===== src/rtl/vga_pkg.sv =====
// Shared VGA constants, colours and types for the draw stages.
package vga_pkg;

    localparam int HOR_PIXELS = 800;
    localparam int VER_PIXELS = 600;

    localparam logic [11:0] COLOR_RECT_DEF = 12'hFF0;
    localparam logic [11:0] COLOR_END_DEF  = 12'hF00;

    typedef enum logic {
        VISIBLE,
        HIDDEN
    } blink_state_t;

    // One pixel's worth of timing strobes, coordinates and colour.
    typedef struct packed {
        logic [10:0] hcount;
        logic [10:0] vcount;
        logic        hsync;
        logic        hblnk;
        logic        vsync;
        logic        vblnk;
        logic [11:0] rgb;
    } vga_sig_t;

    // Unsigned min(y, max_y), used to keep the rectangle fully on screen.
    function automatic logic [11:0] clamp_top(input logic [11:0] y, input logic [11:0] max_y);
        return (y > max_y) ? max_y : y;
    endfunction

endpackage


===== src/rtl/vga_delay.sv =====
// Fixed-depth shift register for the VGA timing strobes, counts and colour.
module vga_delay
    import vga_pkg::*;
#(
    parameter int unsigned DEPTH = 2
) (
    input  logic        clk,
    input  logic        rst,
    input  logic [10:0] hcount_in,
    input  logic [10:0] vcount_in,
    input  logic        hsync_in,
    input  logic        hblnk_in,
    input  logic        vsync_in,
    input  logic        vblnk_in,
    input  logic [11:0] rgb_in,
    output logic [10:0] hcount_out,
    output logic [10:0] vcount_out,
    output logic        hsync_out,
    output logic        hblnk_out,
    output logic        vsync_out,
    output logic        vblnk_out,
    output logic [11:0] rgb_out
);

    vga_sig_t sig_in;
    vga_sig_t pipe [DEPTH];

    // Bundle the inputs into one record for the shift chain.
    always_comb begin
        sig_in        = '0;
        sig_in.hcount = hcount_in;
        sig_in.vcount = vcount_in;
        sig_in.hsync  = hsync_in;
        sig_in.hblnk  = hblnk_in;
        sig_in.vsync  = vsync_in;
        sig_in.vblnk  = vblnk_in;
        sig_in.rgb    = rgb_in;
    end

    // Shift chain; reset flushes every stage to zero.
    always_ff @(posedge clk) begin
        if (rst) begin
            for (int i = 0; i < int'(DEPTH); i++) begin
                pipe[i] <= '0;
            end
        end else begin
            pipe[0] <= sig_in;
            for (int i = 1; i < int'(DEPTH); i++) begin
                pipe[i] <= pipe[i-1];
            end
        end
    end

    assign hcount_out = pipe[DEPTH-1].hcount;
    assign vcount_out = pipe[DEPTH-1].vcount;
    assign hsync_out  = pipe[DEPTH-1].hsync;
    assign hblnk_out  = pipe[DEPTH-1].hblnk;
    assign vsync_out  = pipe[DEPTH-1].vsync;
    assign vblnk_out  = pipe[DEPTH-1].vblnk;
    assign rgb_out    = pipe[DEPTH-1].rgb;

endmodule


===== src/rtl/draw_player_rect.sv =====
// Composites the player rectangle into the VGA stream; the top row is latched
// once per frame and the rectangle blinks in the end-game colour.
module draw_player_rect
    import vga_pkg::*;
#(
    parameter int unsigned XPOS         = 100,
    parameter int unsigned RECT_W       = 32,
    parameter int unsigned RECT_H       = 24,
    parameter logic [11:0] COLOR_RECT   = COLOR_RECT_DEF,
    parameter logic [11:0] COLOR_END    = COLOR_END_DEF,
    parameter int unsigned BLINK_FRAMES = 30
) (
    input  logic        clk,
    input  logic        rst,
    input  logic [11:0] ypos,
    input  logic        endgame,
    input  logic [10:0] hcount_in,
    input  logic [10:0] vcount_in,
    input  logic        hsync_in,
    input  logic        hblnk_in,
    input  logic        vsync_in,
    input  logic        vblnk_in,
    input  logic [11:0] rgb_in,
    output logic [10:0] hcount_out,
    output logic [10:0] vcount_out,
    output logic        hsync_out,
    output logic        hblnk_out,
    output logic        vsync_out,
    output logic        vblnk_out,
    output logic [11:0] rgb_out,
    output logic [11:0] frame_ypos
);

    localparam int unsigned CNT_W = (BLINK_FRAMES > 1) ? $clog2(BLINK_FRAMES) : 1;
    localparam logic [CNT_W-1:0] CNT_LAST = CNT_W'(BLINK_FRAMES - 1);
    localparam logic [11:0] Y_MAX = 12'(VER_PIXELS - int'(RECT_H));
    localparam logic [11:0] X_LO  = 12'(XPOS);
    localparam logic [11:0] X_HI  = 12'(XPOS + RECT_W - 1);
    localparam logic [11:0] H_M1  = 12'(RECT_H - 1);

    logic             vblnk_prev;
    logic             vblnk_start;
    logic             hit_now;
    logic             hit_s1;
    logic             hit_s2;
    logic             endgame_r;
    logic [11:0]      fill;
    logic [11:0]      rgb_dly;
    logic [CNT_W-1:0] frame_cnt;
    blink_state_t     state;

    assign vblnk_start = vblnk_in & ~vblnk_prev;

    // Latch the clamped top row at the start of vertical blanking only.
    always_ff @(posedge clk) begin
        if (rst) begin
            vblnk_prev <= 1'b0;
            frame_ypos <= '0;
        end else begin
            vblnk_prev <= vblnk_in;
            if (vblnk_start) begin
                frame_ypos <= clamp_top(ypos, Y_MAX);
            end
        end
    end

    // Stage 1 hit test; the clamp keeps frame_ypos + RECT_H - 1 inside 12 bits.
    always_comb begin
        hit_now = ({1'b0, hcount_in} >= X_LO) && ({1'b0, hcount_in} <= X_HI)
               && ({1'b0, vcount_in} >= frame_ypos)
               && ({1'b0, vcount_in} <= (frame_ypos + H_M1))
               && !hblnk_in && !vblnk_in;
    end

    // Carry the hit flag alongside the delayed pixel; register endgame for the fill.
    always_ff @(posedge clk) begin
        if (rst) begin
            hit_s1    <= 1'b0;
            hit_s2    <= 1'b0;
            endgame_r <= 1'b0;
        end else begin
            hit_s1    <= hit_now;
            hit_s2    <= hit_s1;
            endgame_r <= endgame;
        end
    end

    // Blink FSM: counts frames while in end-game, toggles on the last one.
    always_ff @(posedge clk) begin
        if (rst || !endgame) begin
            state     <= VISIBLE;
            frame_cnt <= '0;
        end else if (vblnk_start) begin
            if (frame_cnt == CNT_LAST) begin
                frame_cnt <= '0;
                state     <= (state == VISIBLE) ? HIDDEN : VISIBLE;
            end else begin
                frame_cnt <= frame_cnt + CNT_W'(1);
            end
        end
    end

    vga_delay #(
        .DEPTH(2)
    ) u_delay (
        .clk       (clk),
        .rst       (rst),
        .hcount_in (hcount_in),
        .vcount_in (vcount_in),
        .hsync_in  (hsync_in),
        .hblnk_in  (hblnk_in),
        .vsync_in  (vsync_in),
        .vblnk_in  (vblnk_in),
        .rgb_in    (rgb_in),
        .hcount_out(hcount_out),
        .vcount_out(vcount_out),
        .hsync_out (hsync_out),
        .hblnk_out (hblnk_out),
        .vsync_out (vsync_out),
        .vblnk_out (vblnk_out),
        .rgb_out   (rgb_dly)
    );

    // Stage 2 colour select from registered hit, blink state and fill.
    always_comb begin
        fill    = endgame_r ? COLOR_END : COLOR_RECT;
        rgb_out = (hit_s2 && (state == VISIBLE)) ? fill : rgb_dly;
    end

endmodule


===== config.mk =====
export PLATFORM = sky130hd
export DESIGN_NAME = draw_player_rect
export DESIGN_NICKNAME = d
export VERILOG_FILES = /design/src/rtl/vga_pkg.sv /design/src/rtl/vga_delay.sv /design/src/rtl/draw_player_rect.sv
export SDC_FILE = /design/constraint.sdc
export NUM_CORES = 1
export LEC_CHECK = 0
export ABC_AREA = 1
export CORE_MARGIN = 1
export CORE_UTILIZATION = 30
export DETAILED_ROUTE_END_ITERATION = 6
export HOLD_SLACK_MARGIN = 0.08
export PLACE_DENSITY_LB_ADDON = 0.12
export SLEW_MARGIN = 0
export SYNTH_ARGS = -nofsm -noshare
export SYNTH_HDL_FRONTEND = slang
export SYNTH_SLANG_ARGS = --single-unit

===== constraint.sdc =====
create_clock -name clk -period 2.2 [get_ports clk]
set_input_delay 0.44 -clock clk [delete_from_list [all_inputs] [get_ports clk]]
set_output_delay 0.44 -clock clk [all_outputs]
set_load 0.02 [all_outputs]

==> impl_metrics.json, run 1 <==
{
  "drive_gt1_frac": 0.09637,
  "p_leak_uw": 0.002614,
  "syn_inst": 532,
  "final_nets": 706,
  "regToRegSetupSlack_ns": 0.09,
  "yosysUniqueCellTypes": 30,
  "grt_use_total": 0.1304,
  "utilization": 0.4186,
  "fin_ws_ns": 0.09277,
  "drtIter0Drc": 118,
  "grt-ovfl-total": 0,
  "antenna_found_initial": 0,
  "final_common_cell": "inv_1",
  "die_area_um2": 14060,
  "crit_required_ns": 2.44,
  "clock_latency_ns": 0.35,
  "fin_crit_ns": 2.107,
  "syn_avg_cell_area_um2": 7.665,
  "hold_viol": 0,
  "grt_max_degree": 59,
  "ctsRootBufferMaster": "clkbuf_16",
  "r2r-end": "hit_s1",
  "vdd_drop_max_mv": 0.2899,
  "reg2reg_depth": 17,
  "finalInstanceArea_um2": 5543,
  "switching_share": 0.2583,
  "die_h_um": 118.6,
  "rows": 42,
  "areaGrowthSynthToFinish_pct": 35.93,
  "fillCellCount": 1396,
  "start_util": 0.3079,
  "drt_wl_total_mm": 8.637,
  "p_sw_uw": 1019,
  "drtAntennaViolNets": 0,
  "dpl_worst_slack_ns": -0.03654,
  "hold_end": "u_delay.pipe[0][59]",
  "grt_pass1_wl_mm": 14.32,
  "vias": 3229,
  "fp.dieW_um": 118.6,
  "slew_violations": 0,
  "clock_path_buffers": 2,
  "cts_buffers": 9,
  "wl_per_cell_um": 10.68,
  "synth_fp_nets": 610,
  "multiInputGateArea_um2": 1523,
  "min_path_cells": 2,
  "path_max_fanout": 3,
  "antenna_cells": 0,
  "internal_power_uw": 2928,
  "rsz0062_at_grt": "true",
  "fmax_mhz": 474.6,
  "holdCritStartpoint": "u_delay.pipe[0][21]",
  "slew_headroom": 0.6218,
  "hold_buffers": 0,
  "cpMaxStageDelayCell": "dfxtp_4",
  "ios": 103,
  "synth-seq-area-share": 0.4762,
  "fin_setup_tns_ns": 0,
  "clkTransAtPathRegs_ns": 0.07,
  "cts.sinks": 97,
  "crit-reg2reg-launch": "frame_ypos[0]",
  "dpl_cell_area_um2": 5179,
  "portBuffers": 102,
  "seq_area_um2": 1947,
  "p_clk_frac": 0.380,
  "finalSetupViolCount": 0,
  "cellPowerDensity_nw_per_um2": 712.2,
  "p_comb_frac": 0.147,
  "status": "finished clean",
  "worstMarginPinSlew_ns": 0.5672,
  "clock_skew_ns": 0.006578,
  "worstPathArrival_ns": 2.35,
  "place.gp.congestion": 0.7916,
  "cts_max_level": 3,
  "slowest_delay_ns": 0.36,
  "drt_first_pass_iters": 4,
  "dpl.hpwl_mm": 6.497,
  "holdWs_ns": 0.3988,
  "final_cell_mix": "inv_1 (108), nor2_1 (107), dfxtp_1 (95)",
  "fp.coreArea_um2": 13240,
  "end_kind": "flop",
  "maxCapViolCount": 0,
  "power_frac_seq": 0.473,
  "route.detailed.drc": 0,
  "ys_warn_count": 0,
  "critical_path_class": "flop to flop",
  "critical_path.cell_chain": "inv_4 > ha_4 > nand2_2 > nand2_2 > nand2_4 > nand3_4 > nor3_4 > xor2_1 > inv_1 > ha_4 > nand4_1 > nor2_2 > nand2_1 > inv_1 > nor2_1 > o21bai_1 > nor2_1",
  "ys_seq_elements": 97,
  "cts_tree": "yes",
  "hp-class": "flop to flop",
  "grt_pass1_vias": 3041,
  "netlist_area_um2": 4078,
  "fin_crit_sh": 0.9578,
  "start_kind": "flop",
  "viasPerCell": 3.991
}
==> routing by layer <==
layer	vias up	share of wire	track usage
li1	1745	-	-
met1	1401	0.48	0.1640
met2	64	0.44	0.2014
met3	19	0.045	0.03185
met4	0	0.027	0.07753
met5	-	0	0
==> cells by family (layout without fill, tap and decap cells) <==
kind of cell / Yosys count / after routing / share of synthesized area
buf+inv: 151 / 252 / 0.1605
xor+xnor: 9 / 9 / 0.01933
simple gates: 211 / 211 / 0.2172
fa+ha+maj: 25 / 25 / 0.07671
flops: 97 / 97 / 0.4762
compound gates: 39 / 39 / 0.05002
==> what timing repair did <==
| action | in CTS | in global routing |
|---|---|---|
| buffers inserted | 6 | 1 |
| pin swaps | 7 | 7 |
| cloned | 0 | 0 |
| setup endpoints to repair | 13 | 5 |
| resized for setup | 16 | 7 |
==> area by class of cell <==
cell class | instances | share of cell area
Multi-Input combinational cell | 284 | 0.2747
Clock buffer | 11 | 0.04379
Clock inverter | 5 | 0.006998
Inverter | 117 | 0.07968
Tap cell | 176 | 0.03973
Sequential cell | 97 | 0.3512
Timing Repair Buffer | 119 | 0.2038
==> worst max-delay path: cells and delay by family, from the launching register on <==
family	cells	cell delay (ns)
compound gates	1	0.13
xor+xnor	1	0.17
fa+ha+maj	2	0.43
buf+inv	3	0.18
flops	1	0.36
simple gates	10	0.73
==> power groups by stage <==
stage,clock network (µW),logic (µW),registers [µW]
after global placement,0,552,1910
after global routing,1610,650,1880
final,1500,579,1870
after CTS,1550,577,1870
after floorplan,0,301,1920
after detailed placement,0,560,1910
==> synthesized netlist by cell type (all sizes together) <==
cell type  instances  area (µm²)
xor2               7       61.31
nor2             110       422.9
inv              117       439.2
buf               29       196.4
dfxtp             97        1942
or2                5       31.28
a31oi              1       6.260
nor3               6       35.03
xnor2              2       17.52
a21oi             20       100.1
and3               2       12.51
o211ai             1       7.510
o21ai             15       75.07
nor3b              1       7.510
a211oi             1       7.510
nand4              4       25.02
nand3             14       75.07
clkbuf             5       18.77
ha                25       312.8
nand2             69       276.5
o21bai             1       7.510
==> worst max path at each step <==
stage              to  cells after the start  slack, ns     startpoint
3_3_place_gp   hit_s1                     17       0.05  frame_ypos[0]
2_1_floorplan  hit_s1                     17       0.03  frame_ypos[0]
5_1_grt        hit_s1                     17      -0.09  frame_ypos[0]
6_report       hit_s1                     17       0.09  frame_ypos[0]
4_1_cts        hit_s1                     17      0.008  frame_ypos[0]
3_5_place_dp   hit_s1                     17      -0.04  frame_ypos[0]
==> flip-flops by register name, indices dropped and copies added (netlist names) <==
signal        flops
frame_cnt         5
hit_s1            1
state             1
frame_ypos       12
endgame_r         1
u_delay.pipe     76
hit_s2            1
==> metrics by stage <==
step,instances,power (µW)
final,809,3947
after global routing,809,4138
after CTS,808,3992
after detailed placement,786,2467
after global placement,786,2458
after floorplan,532,2224
Power figures use the tool's default switching activity.
==> run 2: changes to the inputs <==
==> constraint.sdc (replaced) <==
create_clock -name clk -period 2.7 [get_ports clk]
set_input_delay 0.54 -clock clk [delete_from_list [all_inputs] [get_ports clk]]
set_output_delay 0.54 -clock clk [all_outputs]
set_load 0.02 [all_outputs]
==> run 2 against run 1 <==
First-iteration DRC count grew 0.85%; global-route usage down 0.60 points; sequential share of layout area grew 0.72 points; largest cell class unchanged; clock-buffer cell count did not move; register-to-register slack improved by 0.25 ns.
==> impl_metrics.json, run 2 (synthesis gave the netlist of run 1 again) <==
{
  "status": "finished clean",
  "worstMarginPinSlew_ns": 0.5673,
  "cts_max_level": 3,
  "start_util": 0.3079,
  "p_leak_uw": 0.002490,
  "ctsRootBufferMaster": "clkbuf_16",
  "end_kind": "output pin",
  "cts_tree": "yes",
  "drt_wl_total_mm": 8.336,
  "hold_end": "u_delay.pipe[0][44]",
  "finalSetupViolCount": 0,
  "drt_first_pass_iters": 4,
  "cellPowerDensity_nw_per_um2": 600.3,
  "rsz0062_at_grt": "false",
  "grt_use_total": 0.1244,
  "cpMaxStageDelayCell": "clkdlybuf4s50_1",
  "ios": 103,
  "fin_crit_sh": 0.8923,
  "top_register": "u_delay.pipe",
  "final_nets": 692,
  "path_max_fanout": 6,
  "die_h_um": 118.6,
  "clkTransAtPathRegs_ns": 0.07,
  "fin_ws_ns": 0.2908,
  "crit_required_ns": 2.16,
  "drtAntennaViolNets": 0,
  "min_path_cells": 2,
  "final_common_cell": "inv_1",
  "hold_buffers": 0,
  "cts_buffers": 9,
  "path_delay_family": "buffers and inverters",
  "crit-reg2reg-launch": "frame_ypos[0]",
  "cts.sinks": 97,
  "ctsResizeCount": 0,
  "fin_crit_ns": 2.409,
  "slew_headroom": 0.6218,
  "hp-class": "flop to flop",
  "grt_pass1_vias": 2841,
  "antenna_found_initial": 0,
  "drive_gt1_frac": 0.06139,
  "slew_violations": 0,
  "dpl_worst_slack_ns": 0.3331,
  "grt_pass1_wl_mm": 13.55,
  "antenna_cells": 0,
  "drtIter0Drc": 119,
  "hold_viol": 0,
  "holdCritStartpoint": "u_delay.pipe[0][6]",
  "grt-ovfl-total": 0,
  "dpl.hpwl_mm": 6.397,
  "seq_area_um2": 1942,
  "regToRegSetupSlack_ns": 0.34,
  "clock_skew_ns": 0.005191,
  "fmax_mhz": 415.1,
  "portBuffers": 102,
  "rows": 42,
  "crit_path_frequent_cell": "nand2_1",
  "path_buf_inv": 2,
  "route.detailed.drc": 0,
  "fp.coreArea_um2": 13240,
  "fin_setup_tns_ns": 0,
  "maxCapViolCount": 0,
  "largest_registers": "u_delay.pipe: 76 flops, frame_ypos: 12 flops, frame_cnt: 5 flops",
  "vias": 3160,
  "slowest_delay_ns": 0.61,
  "r2r-end": "hit_s1",
  "clock_latency_ns": 0.34,
  "largest_reg_flops": 76,
  "wl_per_cell_um": 10.49,
  "place.gp.congestion": 0.7961,
  "multiInputGateArea_um2": 1481,
  "grt_max_degree": 60,
  "worstPathArrival_ns": 1.87,
  "cts_setup_buffers": 0,
  "clock_path_buffers": 2,
  "vdd_drop_max_mv": 0.3205,
  "final_cell_mix": "inv_1 (111), nor2_1 (108), clkdlybuf4s50_1 (101)",
  "critical_path.cell_chain": "inv_1 > nand2_1 > or2_2 > nand2_1 > clkdlybuf4s50_1",
  "fp.dieW_um": 118.6,
  "start_kind": "flop",
  "fillCellCount": 1429,
  "holdWs_ns": 0.4002,
  "areaGrowthSynthToFinish_pct": 32.86,
  "viasPerCell": 3.975,
  "reg2reg_depth": 17,
  "die_area_um2": 14060,
  "critical_path_class": "flop to output pin"
}
[run 2: report_power, final]
group	switching (µW)	total [µW]	internal, µW
Clock	563	1290	729
Sequential	30.8	1530	1500
Combinational	224	434	210
Total	817	3250	2440
[run 2: final cells by class]
class	instances	area share
clock buffers	11	0.04296
clock inverters	5	0.01178
inverters	117	0.08106
multi-input cells	284	0.2734
flip-flops and latches	97	0.3584
well taps	176	0.04065
repair buffers	105	0.1917
[run 2: worst reg2reg max path, delay by kind of cell (launching register included)]
family                   cells  cell delay [ns]
flip-flops                   1             0.38
XOR/XNOR                     1             0.16
AND/OR/NAND/NOR             10             0.82
buffers and inverters        3             0.22
AO/OA/AOI/OAI                1             0.12
adder cells (fa/ha/maj)      2             0.56
[run 2: how the worst max path moves through the flow]
stage,startpoint,endpoint,cells past startpoint
after detailed placement,frame_ypos[0],hit_s1,17
after global placement,frame_ypos[0],hit_s1,17
after CTS,state,rgb_out[7],5
after global routing,frame_ypos[0],hit_s1,17
final,state,rgb_out[7],5
after floorplan,frame_ypos[0],hit_s1,17
[run 2: per-stage QoR]
step | std cells | instance area [µm²] | power [µW] | util
after global routing | 795 | 5418 | 3418 | 0.4091
after floorplan | 532 | 4078 | 1812 | -
after global placement | 779 | 5121 | 1993 | 0.3867
final | 795 | 5418 | 3252 | 0.4091
after CTS | 795 | 5418 | 3302 | 0.4091
after detailed placement | 779 | 5121 | 2001 | 0.3867
[run 2: routing by layer]
layer,vias to the layer above,GRT usage,part of all wire
met5,-,0,0
met2,60,0.1901,0.44
li1,1725,-,-
met1,1362,0.1587,0.49
met3,13,0.03378,0.041
met4,0,0.06646,0.021
==> RTL change 1, RTL diff (settings of run 1) <==
Put a register stage on the output `vcount_out`. The value now appears one clock later. The other outputs are not delayed to match.
--- a/src/rtl/draw_player_rect.sv
+++ b/src/rtl/draw_player_rect.sv
@@ -37,6 +37,8 @@
     localparam logic [11:0] X_LO  = 12'(XPOS);
     localparam logic [11:0] X_HI  = 12'(XPOS + RECT_W - 1);
     localparam logic [11:0] H_M1  = 12'(RECT_H - 1);
+
+    logic [10:0] vcount_d;
 
     logic             vblnk_prev;
     logic             vblnk_start;
@@ -113,7 +115,7 @@
         .vblnk_in  (vblnk_in),
         .rgb_in    (rgb_in),
         .hcount_out(hcount_out),
-        .vcount_out(vcount_out),
+        .vcount_out(vcount_d),
         .hsync_out (hsync_out),
         .hblnk_out (hblnk_out),
         .vsync_out (vsync_out),
@@ -127,5 +129,9 @@
         rgb_out = (hit_s2 && (state == VISIBLE)) ? fill : rgb_dly;
     end
 
+    always_ff @(posedge clk) begin
+        vcount_out <= vcount_d;
+    end
+
 endmodule
 
Check against the original RTL: not equivalent (Yosys sat finds a counterexample within 4 cycles, from zero or initial values and one cycle with rst high).
==> RTL change 1 against run 1 <==
Sequential share of layout area up 2.5 points; via count up 1.0%; clock power up 4%; worst setup slack worse by 32 ps; sequential cell count up 11; total power up 6.7%; first-iteration DRC count down 9.3%; combinational power down 0.7%; die area up 3.0%; critical path depth unchanged; area after synthesis up 3.0%; routed wire length up 0.29%; design area up 3.9%; largest power group unchanged; highest routed layer unchanged.
==> RTL change 1: results (changes against run 1) <==
Power
  • Maximum vdd drop: 0.000346 V (was 0.000290 V)
  • Power Dens Cells: 731 nW/um^2 (was 712 nW/um^2)
  • Static Leakage: 2.76 nW (was 2.61 nW)
  • Cell Int Power: 0.00318 W (was 0.00293 W)

Cells and area
  • Ratio of cells with drive above 1 in the final layout: 0.0848 (was 0.0964)
  • Leading registers by flop count: u_delay.pipe: 76 flops, frame_ypos: 12 flops, vcount_out: 11 flops (was u_delay.pipe: 76 flops, frame_ypos: 12 flops, frame_cnt: 5 flops)
  • Final-stage net count: 711 (was 706)
  • FILL cells: 1392 (was 1396)

Logic synthesis
  • Mapped Nets: 607 (was 610)
  • Compound-Gate Fraction of Synth Area: 0.0479 (was 0.0500)
  • Top cells by area, synth: dfxtp_1 (51%), inv_1 (9.6%), nor2_1 (9.6%), ha_1 (7.4%), nand2_1 (5.9%) (was dfxtp_1 (48%), inv_1 (10%), nor2_1 (9.9%), ha_1 (7.7%), nand2_1 (5.9%))
  • Synth cell types: 31 (was 30)
  • Share of the yosys chip area belonging to registers: 0.515 (was 0.476)

Place
  • RD Place Congestion: 0.775 (was 0.792)
  • Pre-CTS setup slack: -34.9 ps (was -36.5 ps)
  • Post-DP Area: 5370 sq um (was 5180 sq um)

Global routing
  • Pin count of the biggest net entering global routing: 80 (was 59)
  • GRT Overall Usage: 0.127 (was 0.130)
  • First-pass GRT wire length: 14200 um (was 14300 um)

Route
  • Via Count: 3262 (was 3229)
  • Met2 routed WL: 3850 um (was 3840 um)
  • Initial drt markers: 107 (was 118)
  • DRT met1 WL: 4250 um (was 4170 um)
  • Routed length on met3: 443 um (was 392 um)
  • WL final: 8660 um (was 8640 um)

Outcome
  • Outcome: complete, no violations (unchanged)

Worst hold path
  • Hold Crit Start: u_delay.pipe[0][54]$_SDFF_PP0_ (was u_delay.pipe[0][21]$_SDFF_PP0_)

Timing
  • Max-slew headroom: 0.485 (was 0.622)

Critical path
  • Data arrival time of the worst path: 2380 ps (was 2350 ps)
-- RTL change 1: changes by cell type in the layout (fill, tap and decap cells not counted), moves of 3 or more --
cell / before / now
dfxtp_1: 95 / 106
dlygate4sd2_1: 11 / 8
or2_1: 0 / 4
or2_2: 5 / 1
o21ai_0: 15 / 12
buf_4: 17 / 14
dlymetal6s2s_1: 0 / 4
inv_1: 108 / 105
-- RTL change 1: path summary, 6_finish.rpt --
check / endpoint / slack, ps / cells after the start
max reg2reg: hit_s1$_SDFF_PP0_ / 60 / 17
min reg2reg: vcount_out[0]$_DFF_P_ / 330 / 0
max: hit_s1$_SDFF_PP0_ / 60 / 17
min: vcount_out[0]$_DFF_P_ / 330 / 0
-- RTL change 1: layout make-up --
cell class              instances  area share
repair buffers                116       0.195
clock inverters                 3     0.00369
inverters                     115      0.0754
multi-input cells             283       0.265
clock buffers                  12      0.0463
well taps                     176      0.0383
flip-flops and latches        108       0.376
-- RTL change 1: logic make-up after synthesis --
logic type / after synthesis
AND/OR/NAND/NOR: 210
buffers and inverters: 138
XOR/XNOR: 10
AO/OA/AOI/OAI: 38
flip-flops: 108
adder cells (fa/ha/maj): 25
-- RTL change 1: per-layer routing --
| layer | track usage | up-vias |
|---|---|---|
| met5 | 0 | - |
| met4 | 0.0509 | 0 |
| met3 | 0.0396 | 11 |
| met2 | 0.200 | 61 |
| met1 | 0.161 | 1423 |
| li1 | - | 1767 |
-- RTL change 1: per-stage QoR --
stage / instances / hold slack (ps) / setup TNS (ps)
global route: 813 / 329 / -98.7
detailed placement: 792 / 312 / -34.9
floorplan: 529 / 310 / 0
global placement: 792 / 312 / 0
finish: 813 / 326 / 0
CTS: 812 / 328 / 0
-- RTL change 1: what timing repair did --
| action | 4_1_cts | 5_1_grt |
|---|---|---|
| pin swaps | 9 | 9 |
| endpoints found under the setup margin | 13 | 5 |
| resized for setup | 14 | 10 |
| setup buffers | 5 | 1 |
-- RTL change 1: power groups by stage --
stage | Combinational, W | Clock [W] | Sequential [W]
after CTS | 0.000572 | 0.00161 | 0.00208
after global placement | 0.000547 | 0 | 0.00212
after detailed placement | 0.000554 | 0 | 0.00212
after global routing | 0.000648 | 0.00168 | 0.00209
final | 0.000575 | 0.00156 | 0.00208
after floorplan | 0.000277 | 0 | 0.00215
-- RTL change 1: worst max-delay path, stage by stage, from the launching register on --
cell and delay [ps]:
dfxtp_4 360, inv_4 40, ha_4 160, nand2_4 80, nand2_4 50, nand2_4 70, nand3_4 80, nor3_4 130
xor2_1 170, inv_1 100, ha_4 280, nand4_1 80, nor2_2 120, nand2_1 70, inv_1 50, nor2_1 30
o21bai_1 120, nor2_1 60
==> RTL change 2, RTL diff (flow settings as in run 1) <==
Made on the original files. Change the parameter `BLINK_FRAMES` from 30 to 15.
--- a/src/rtl/draw_player_rect.sv
+++ b/src/rtl/draw_player_rect.sv
@@ -8,7 +8,7 @@
     parameter int unsigned RECT_H       = 24,
     parameter logic [11:0] COLOR_RECT   = COLOR_RECT_DEF,
     parameter logic [11:0] COLOR_END    = COLOR_END_DEF,
-    parameter int unsigned BLINK_FRAMES = 30
+    parameter int unsigned BLINK_FRAMES = 15
 ) (
     input  logic        clk,
     input  logic        rst,
Behaviour: same outputs for any inputs over 10 cycles, from zero or initial values and one cycle with rst high; that may be too few to reach the edited logic, so the function may still have changed.
==> RTL change 2 against run 1 <==
Worst setup slack got worse by 11 ps; sequential cell count fell by 1; design area is 0.97% lower; critical endpoint unchanged; largest power group unchanged; total power up 2.5%; non-clock buffer count down 2; critical path type unchanged; routed wire length is 4.4% lower; sequential share of layout area is essentially flat; area after synthesis down 2.7%.
==> RTL change 2: results (changes against run 1) <==
Global routing
  • Pin count of the biggest net entering global routing: 43 (was 59)
  • First-pass GRT wire length: 13000 um (was 14300 um)
  • GRT Overall Usage: 0.127 (was 0.130)
  • GRT met3 Usage: 0.0345 (was 0.0319)

Route
  • Initial drt markers: 135 (was 118)
  • Routed length on met3: 380 um (was 392 um)
  • Wirelength per Cell: 10.5 um (was 10.7 um)

Timing
  • Clk_skew: 7.47 ps (was 6.58 ps)

Power
  • Static Leakage: 2.59 nW (was 2.61 nW)
  • Maximum vdd drop: 0.000342 V (was 0.000290 V)
  • NetSw: 0.000999 W (was 0.00102 W)
  • Comb pwr share: 0.141 (was 0.147)

Place
  • RD Place Congestion: 0.765 (was 0.792)
  • Placed instance count: 764 (was 786)
  • Post-DP Area: 5080 sq um (was 5180 sq um)

Logic synthesis
  • Mapped Nets: 589 (was 610)
  • Top cells by area, synth: dfxtp_1 (48%), inv_1 (11%), nor2_1 (9.5%), ha_1 (7.3%), nand2_1 (5.4%) (was dfxtp_1 (48%), inv_1 (10%), nor2_1 (9.9%), ha_1 (7.7%), nand2_1 (5.9%))
  • Share of the yosys chip area belonging to registers: 0.484 (was 0.476)

Cells and area
  • Leading registers by flop count: u_delay.pipe: 76 flops, frame_ypos: 12 flops, frame_cnt: 4 flops (was u_delay.pipe: 76 flops, frame_ypos: 12 flops, frame_cnt: 5 flops)
  • Final-stage net count: 683 (was 706)
  • Inverter count: 116 (was 117)
  • Seq/total area: 0.351 (about the same)
  • Clock-cell share: 0.0574 (was 0.0508)

Outcome
  • Outcome: complete, no violations (unchanged)

Worst hold path
  • Hold EP: u_delay.pipe[0][64]$_SDFF_PP0_ (was u_delay.pipe[0][59]$_SDFF_PP0_)
  • Hold Crit Start: u_delay.pipe[0][26]$_SDFF_PP0_ (was u_delay.pipe[0][21]$_SDFF_PP0_)

Critical path
  • Crit path max fanout: 2 (was 3)

Die
  • Core ar.: 12800 sq um (was 13200 sq um)
## RTL change 2: cell types whose count changed in the layout (fill, tap and decap cells not counted), moves of 2 or more
cell and delta:
and3_1 -2, buf_4 -2, ha_1 -3, nand2_1 -7, inv_2 -5, inv_1 +4
nor2_1 -9
## RTL change 2: kinds of logic after synthesis
group	share of synthesized area
AO/OA/AOI/OAI	0.0558
AND/OR/NAND/NOR	0.204
buffers and inverters	0.164
adder cells (fa/ha/maj)	0.0725
XOR/XNOR	0.0199
flip-flops	0.484
## RTL change 2: stage by stage
stage	hold WS [ps]	worst slack [ps]
6_report	398	81.9
5_1_grt	408	-131
4_1_cts	401	0.0551
3_5_place_dp	392	-12.7
3_3_place_gp	389	45.5
2_1_floorplan	388	33.2
## RTL change 2: repair_timing
| action | in CTS | in global routing |
|---|---|---|
| pin swaps | 9 | 9 |
| setup endpoints to repair | 13 | 5 |
| gates resized for setup | 19 | 8 |
| buffers inserted | 3 | 1 |
